File: config.mk
export PLATFORM = sky130hd
export DESIGN_NAME = mult_div
export DESIGN_NICKNAME = d
export VERILOG_FILES = /design/src/rtl/mult_div_pkg.sv /design/src/rtl/mult_div_div_core.sv /design/src/rtl/mult_div.sv
export SDC_FILE = /design/constraint.sdc
export NUM_CORES = 1
export LEC_CHECK = 0
export BUFFER_PORTS_ARGS = -buffer_cell sky130_fd_sc_hd__buf_2
export CELL_PAD_IN_SITES_DETAIL_PLACEMENT = 1
export CELL_PAD_IN_SITES_GLOBAL_PLACEMENT = 1
export CORE_ASPECT_RATIO = 0.9
export CORE_MARGIN = 10
export CORE_UTILIZATION = 40
export CTS_CLUSTER_SIZE = 20
export DETAILED_ROUTE_END_ITERATION = 16
export PLACE_DENSITY = 0.77
export SKIP_LAST_GASP = 1
export SLEW_MARGIN = 5
export SYNTH_ARGS = -nofsm -noshare
export SYNTH_HDL_FRONTEND = slang
export SYNTH_SLANG_ARGS = --single-unit
File: constraint.sdc
create_clock -name clk -period 6.28 [get_ports clk]
set_input_delay 0.314 -clock clk [delete_from_list [all_inputs] [get_ports clk]]
set_output_delay 0.314 -clock clk [all_outputs]
set_load 0.1 [all_outputs]
File: src/rtl/mult_div_pkg.sv
// Shared types and sizing for the multicycle signed multiply/divide unit.
package mult_div_pkg;
  localparam int MD_WIDTH = 32;
  localparam int MD_ITER  = 32;
  localparam int MD_CNT_W = 6;

  typedef enum logic [1:0] {IDLE, MULT, DIV, FINISH} md_state_t;
endpackage

File: src/rtl/mult_div_div_core.sv
// Restoring divider datapath on operand magnitudes, with sign fix-up on the outputs.
// Compiled only when MULT_DIV_DIV_EN is defined.
`ifdef MULT_DIV_DIV_EN
module div_core
  import mult_div_pkg::*;
#(
  parameter int WIDTH = MD_WIDTH
) (
  input  logic             clk,
  input  logic             reset,
  input  logic             load,
  input  logic             step,
  input  logic [WIDTH-1:0] a,
  input  logic [WIDTH-1:0] b,
  output logic [WIDTH-1:0] quot,
  output logic [WIDTH-1:0] rem
);
  logic [WIDTH-1:0] r, qd, d, a_mag, b_mag;
  logic [WIDTH:0]   shifted;
  logic [WIDTH+1:0] diff;
  logic             neg_q, neg_r;

  // |-2^(W-1)| still fits as an unsigned W-bit magnitude
  always_comb begin
    a_mag   = a[WIDTH-1] ? -a : a;
    b_mag   = b[WIDTH-1] ? -b : b;
    shifted = {r, qd[WIDTH-1]};
    diff    = {1'b0, shifted} - {2'b00, d};
  end

  always_ff @(posedge clk or posedge reset) begin
    if (reset) begin
      r     <= '0;
      qd    <= '0;
      d     <= '0;
      neg_q <= 1'b0;
      neg_r <= 1'b0;
    end else if (load) begin
      r     <= '0;
      qd    <= a_mag;
      d     <= b_mag;
      neg_q <= a[WIDTH-1] ^ b[WIDTH-1];
      neg_r <= a[WIDTH-1];
    end else if (step) begin
      if (!diff[WIDTH+1]) begin
        r  <= diff[WIDTH-1:0];
        qd <= {qd[WIDTH-2:0], 1'b1};
      end else begin
        r  <= shifted[WIDTH-1:0];
        qd <= {qd[WIDTH-2:0], 1'b0};
      end
    end
  end

  // Remainder follows the dividend sign: truncation toward zero
  assign quot = neg_q ? -qd : qd;
  assign rem  = neg_r ? -r  : r;
endmodule
`endif

File: src/rtl/mult_div.sv
// Multicycle signed multiply (radix-2 Booth) / divide (restoring) unit writing HI/LO.
// Divider is present only when MULT_DIV_DIV_EN is defined; otherwise every divide reports div_zero.
module mult_div
  import mult_div_pkg::*;
#(
  parameter int WIDTH = MD_WIDTH
) (
  input  logic             clk,
  input  logic             reset,
  input  logic             mult_start,
  input  logic             div_start,
  input  logic [WIDTH-1:0] a,
  input  logic [WIDTH-1:0] b,
  output logic [WIDTH-1:0] hi,
  output logic [WIDTH-1:0] lo,
  output logic             busy,
  output logic             done,
  output logic             div_zero
);
  md_state_t           state, state_n;
  logic [MD_CNT_W-1:0] cnt;
  logic [WIDTH-1:0]    m, q, res_hi, res_lo;
  logic [WIDTH:0]      acc, booth_sum;
  logic                qm1, dz, last;
  logic                ld_mult, set_dz, fin;

  assign last = (cnt == MD_CNT_W'(MD_ITER - 1));

  // acc carries one guard bit so acc -= M cannot overflow when M = -2^(W-1)
  always_comb begin
    case ({q[0], qm1})
      2'b01:   booth_sum = acc + {m[WIDTH-1], m};
      2'b10:   booth_sum = acc - {m[WIDTH-1], m};
      default: booth_sum = acc;
    endcase
  end

`ifdef MULT_DIV_DIV_EN
  logic             div_load, div_step, op_div;
  logic [WIDTH-1:0] div_quot, div_rem;

  div_core #(.WIDTH(WIDTH)) u_div (
    .clk   (clk),
    .reset (reset),
    .load  (div_load),
    .step  (div_step),
    .a     (a),
    .b     (b),
    .quot  (div_quot),
    .rem   (div_rem)
  );

  always_ff @(posedge clk or posedge reset) begin
    if (reset)         op_div <= 1'b0;
    else if (ld_mult)  op_div <= 1'b0;
    else if (div_load) op_div <= 1'b1;
  end

  assign res_hi = op_div ? div_rem  : acc[WIDTH-1:0];
  assign res_lo = op_div ? div_quot : q;
`else
  assign res_hi = acc[WIDTH-1:0];
  assign res_lo = q;
`endif

  always_comb begin
    state_n = state;
    ld_mult = 1'b0;
    set_dz  = 1'b0;
    fin     = 1'b0;
`ifdef MULT_DIV_DIV_EN
    div_load = 1'b0;
    div_step = 1'b0;
`endif
    case (state)
      IDLE: begin
        if (mult_start) begin
          state_n = MULT;
          ld_mult = 1'b1;
        end else if (div_start) begin
`ifdef MULT_DIV_DIV_EN
          if (b == '0) begin
            state_n = FINISH;
            set_dz  = 1'b1;
          end else begin
            state_n  = DIV;
            div_load = 1'b1;
          end
`else
          state_n = FINISH;
          set_dz  = 1'b1;
`endif
        end
      end
      MULT: if (last) state_n = FINISH;
      DIV: begin
`ifdef MULT_DIV_DIV_EN
        div_step = 1'b1;
`endif
        if (last) state_n = FINISH;
      end
      FINISH: begin
        fin     = 1'b1;
        state_n = IDLE;
      end
      default: state_n = IDLE;
    endcase
  end

  always_ff @(posedge clk or posedge reset) begin
    if (reset) begin
      state    <= IDLE;
      cnt      <= '0;
      m        <= '0;
      q        <= '0;
      acc      <= '0;
      qm1      <= 1'b0;
      dz       <= 1'b0;
      hi       <= '0;
      lo       <= '0;
      busy     <= 1'b0;
      done     <= 1'b0;
      div_zero <= 1'b0;
    end else begin
      state    <= state_n;
      busy     <= (state_n != IDLE);
      done     <= fin;
      div_zero <= fin & dz;

      if (state == IDLE)                       cnt <= '0;
      else if (state == MULT || state == DIV)  cnt <= cnt + MD_CNT_W'(1);

      if (state == IDLE) dz <= set_dz;

      // Arithmetic shift of {acc, Q, q-1} right by one after the add/sub
      if (ld_mult) begin
        m   <= a;
        q   <= b;
        acc <= '0;
        qm1 <= 1'b0;
      end else if (state == MULT) begin
        acc <= {booth_sum[WIDTH], booth_sum[WIDTH:1]};
        q   <= {booth_sum[0], q[WIDTH-1:1]};
        qm1 <= q[0];
      end

      if (fin && !dz) begin
        hi <= res_hi;
        lo <= res_lo;
      end
    end
  end
endmodule

==> impl_metrics.yaml <==
synth:
  async_flop_share: 1.000
  ys_warn_count: 0
  synthCells: 967
  avgSynthCellArea_sq_um: 9.702
  ys_ff_latch: 173
  syn_nets: 1075
  synth_edf_count: 0
  syn_area_sq_um: 9381
  ys_seq_area_frac: 0.4615
  synth_ff_type: "dfrtp_1"
  synth.distinct_cells: 60
place:
  io_buffers: 134
  gp_congestion: 0.8680
  hpwlAfterDp_microns: 18160
sta:
  rsz0062_at_grt: "false"
  worst_pin_slew_ns: 1.192
  setup_violations: 0
  hold_viol_final: 0
  timing.hold.ws_ns: 0.06591
  finalMaxSlewViolations: 0
  min_period_ns: 4.991
  finalSetupTns_ns: 0
  slew_headroom: 0.1980
  max_freq_mhz: 200.3
  fin_skew_ns: 0.01214
  period_share: 0.7948
cells_and_area:
  nFillCells: 2699
  fin_util: 0.4703
  multiInputGateArea_sq_um: 4797
  regArea_sq_um: 4329
  final_net_count: 1187
  layout-drive-gt1-share: 0.2280
  area_delta_synth_final_pct: 16.35
  diodes: 0
  layout_commonest_cell: "dfrtp_1"
  mostFrequentLayoutCells: "173 x dfrtp_1, 156 x nand2_1, 134 x buf_2, 86 x o21ai_0, 74 x a21oi_1"
clock_network:
  cts_root_buf: "clkbuf_16"
  cts_buffers: 17
  ctsResizeCount: 0
  cts_tree: "yes"
  htreeDepth: 4
  clkTransAtPathRegs_ns: 0.07
  clock_sinks: 173
  clk_path_buf_depth: 2
  cts_setup_buffers: 0
  insertion_delay_ns: 0.44
worst_setup_path:
  critical_path_arrival_ns: 5.27
  crit_buf_inv: 0
  slowest_stage: "nor4_1"
  worstPathMaxFanout: 6
  cp_top_family: "simple AND/OR/NAND/NOR gates"
  crit_chain: "or4_4, nor4_1, nand2_1, nor3_1, nor2_1, xnor2_1, ha_1, and3_1, and4_1, a221oi_1, o2111ai_1, nand2_1, a31oi_1, and4b_4, nor3_1, nor3_2"
  cp.required_ns: 6.56
  cp-start-kind: "flop"
  cpPeakStageDelay_ns: 0.92
  endpoint_kind: "flop"
  crit_type: "flop to flop"
outcome:
  status: "finished, final reports clean"
floorplan:
  die_area_sq_um: 29990
  design.core.area_sq_um: 23210
  die-height_microns: 165.3
  die_w_microns: 181.4
  start_util: 0.4042
  fp-row-count: 53
  io_pins: 135
grt:
  overflow: 0
  grt_usage: 0.1731
  grt_pass1_vias: 8229
  antenna_found_initial: 0
  grt_pass1_wl_microns: 42740
  grt_max_degree: 97
detailed_routing:
  num_vias: 7543
  ant_nets: 0
  dr.first_iter.drc_count: 272
  dr.pass1.iters: 5
  wl_microns: 25610
  drc_errors: 0
  vias_per_cell: 5.411
  wire_per_inst_microns: 18.37
hold_path:
  hp-class: "input port to flop"
job:
  drv_cap: 0
[sequential cells by signal, summed over array words and instances, names as in the netlist]
register,cells
lo,32
acc,32
done,1
m,32
busy,1
qm1,1
div_zero,1
hi,32
dz,1
q,32
state,2
cnt,6
[per-stage QoR]
stage               instance area, sq um  std cells  setup WS (ns)
global placement                   10320       1361          1.590
finish                             10920       1394          1.289
detailed placement                 10320       1361          1.436
global route                       10920       1394         0.9774
floorplan                           9382        967          1.278
CTS                                10920       1394          1.342
[area by class of cell]
class                   instances  area share
clock buffers                  18     0.03932
well taps                     302     0.03462
repair buffers                142     0.06717
multi-input cells             721      0.4395
clock inverters                14     0.01410
flip-flops and latches        173      0.3966
inverters                      24    0.008712
[worst reg2reg max path, stage by stage (launching register included)]
cell and delay, ns:
dfrtp_1 0.45, or4_4 0.58, nor4_1 0.92, nand2_1 0.25, nor3_1 0.22, nor2_1 0.08
xnor2_1 0.22, ha_1 0.32, and3_1 0.25, and4_1 0.23, a221oi_1 0.39, o2111ai_1 0.21
nand2_1 0.11, a31oi_1 0.13, and4b_4 0.22, nor3_1 0.21, nor3_2 0.07
[synth_stat cells, types with 2 or more instances]
cell type  instances  area [sq um]
a211oi_1           8         60.06
a21o_1             8         60.06
a21oi_1           74         370.4
a311oi_1           2         17.52
a31oi_1            9         56.30
and2_1             9         56.30
and3_1             6         37.54
clkbuf_1          47         176.4
dfrtp_1          173          4329
ha_1              39         488.0
inv_1             24         90.09
mux2_2            64         720.7
mux2i_1           40         400.4
nand2_1          157         589.3
nand2b_1           6         37.54
nand3_1            8         40.04
nand3b_1           4         30.03
nand4_1            3         18.77
nor2_1            52         195.2
nor2b_1            6         37.54
nor3_1            19         95.09
nor3b_1            6         45.04
nor4_1             5         31.28
o211a_1            2         20.02
o211ai_1          13         97.59
o21a_1             6         45.04
o21ai_0           86         430.4
o21bai_1           3         22.52
or3_1              4         25.02
xnor2_1           40         350.3
xor2_1            15         131.4
[routing by layer]
layer,vias up,wire (microns),GRT usage
met4,0,295,0.04174
met2,110,12950,0.3038
met3,29,873,0.03224
li1,3623,-,-
met1,3781,11490,0.2166
met5,-,0,0
[timing repair]
action                     in CTS  in global routing
hold buffers                    1                  0
setup endpoints to repair       0                  0
hold endpoints to repair       58                  0
[kinds of logic after synthesis]
| family | count (synthesis) | synth area share |
|---|---|---|
| AO/OA/AOI/OAI | 227 | 0.1408 |
| adder cells (fa/ha/maj) | 40 | 0.05415 |
| AND/OR/NAND/NOR | 295 | 0.1431 |
| flip-flops | 173 | 0.4615 |
| buffers and inverters | 73 | 0.02961 |
| multiplexers | 104 | 0.1195 |
| XOR/XNOR | 55 | 0.05135 |
[path summary, 6_finish.rpt]
path                       startpoint  endpoint  slack (ns)  cells after the start
max                              m[2]   acc[31]        1.29                     16
min                             a[19]     m[19]        0.07                      3
max reg2reg                      m[2]   acc[31]        1.29                     16
min reg2reg                    hi[28]    hi[28]        0.49                      2
max in group asynchronous       reset    hi[17]        4.53                      4
min in group asynchronous       reset    lo[24]        0.49                      3
Power is left out: the tool's default activity adds up to more than one toggle a clock period on the data nets, which glitch-free logic cannot reach.
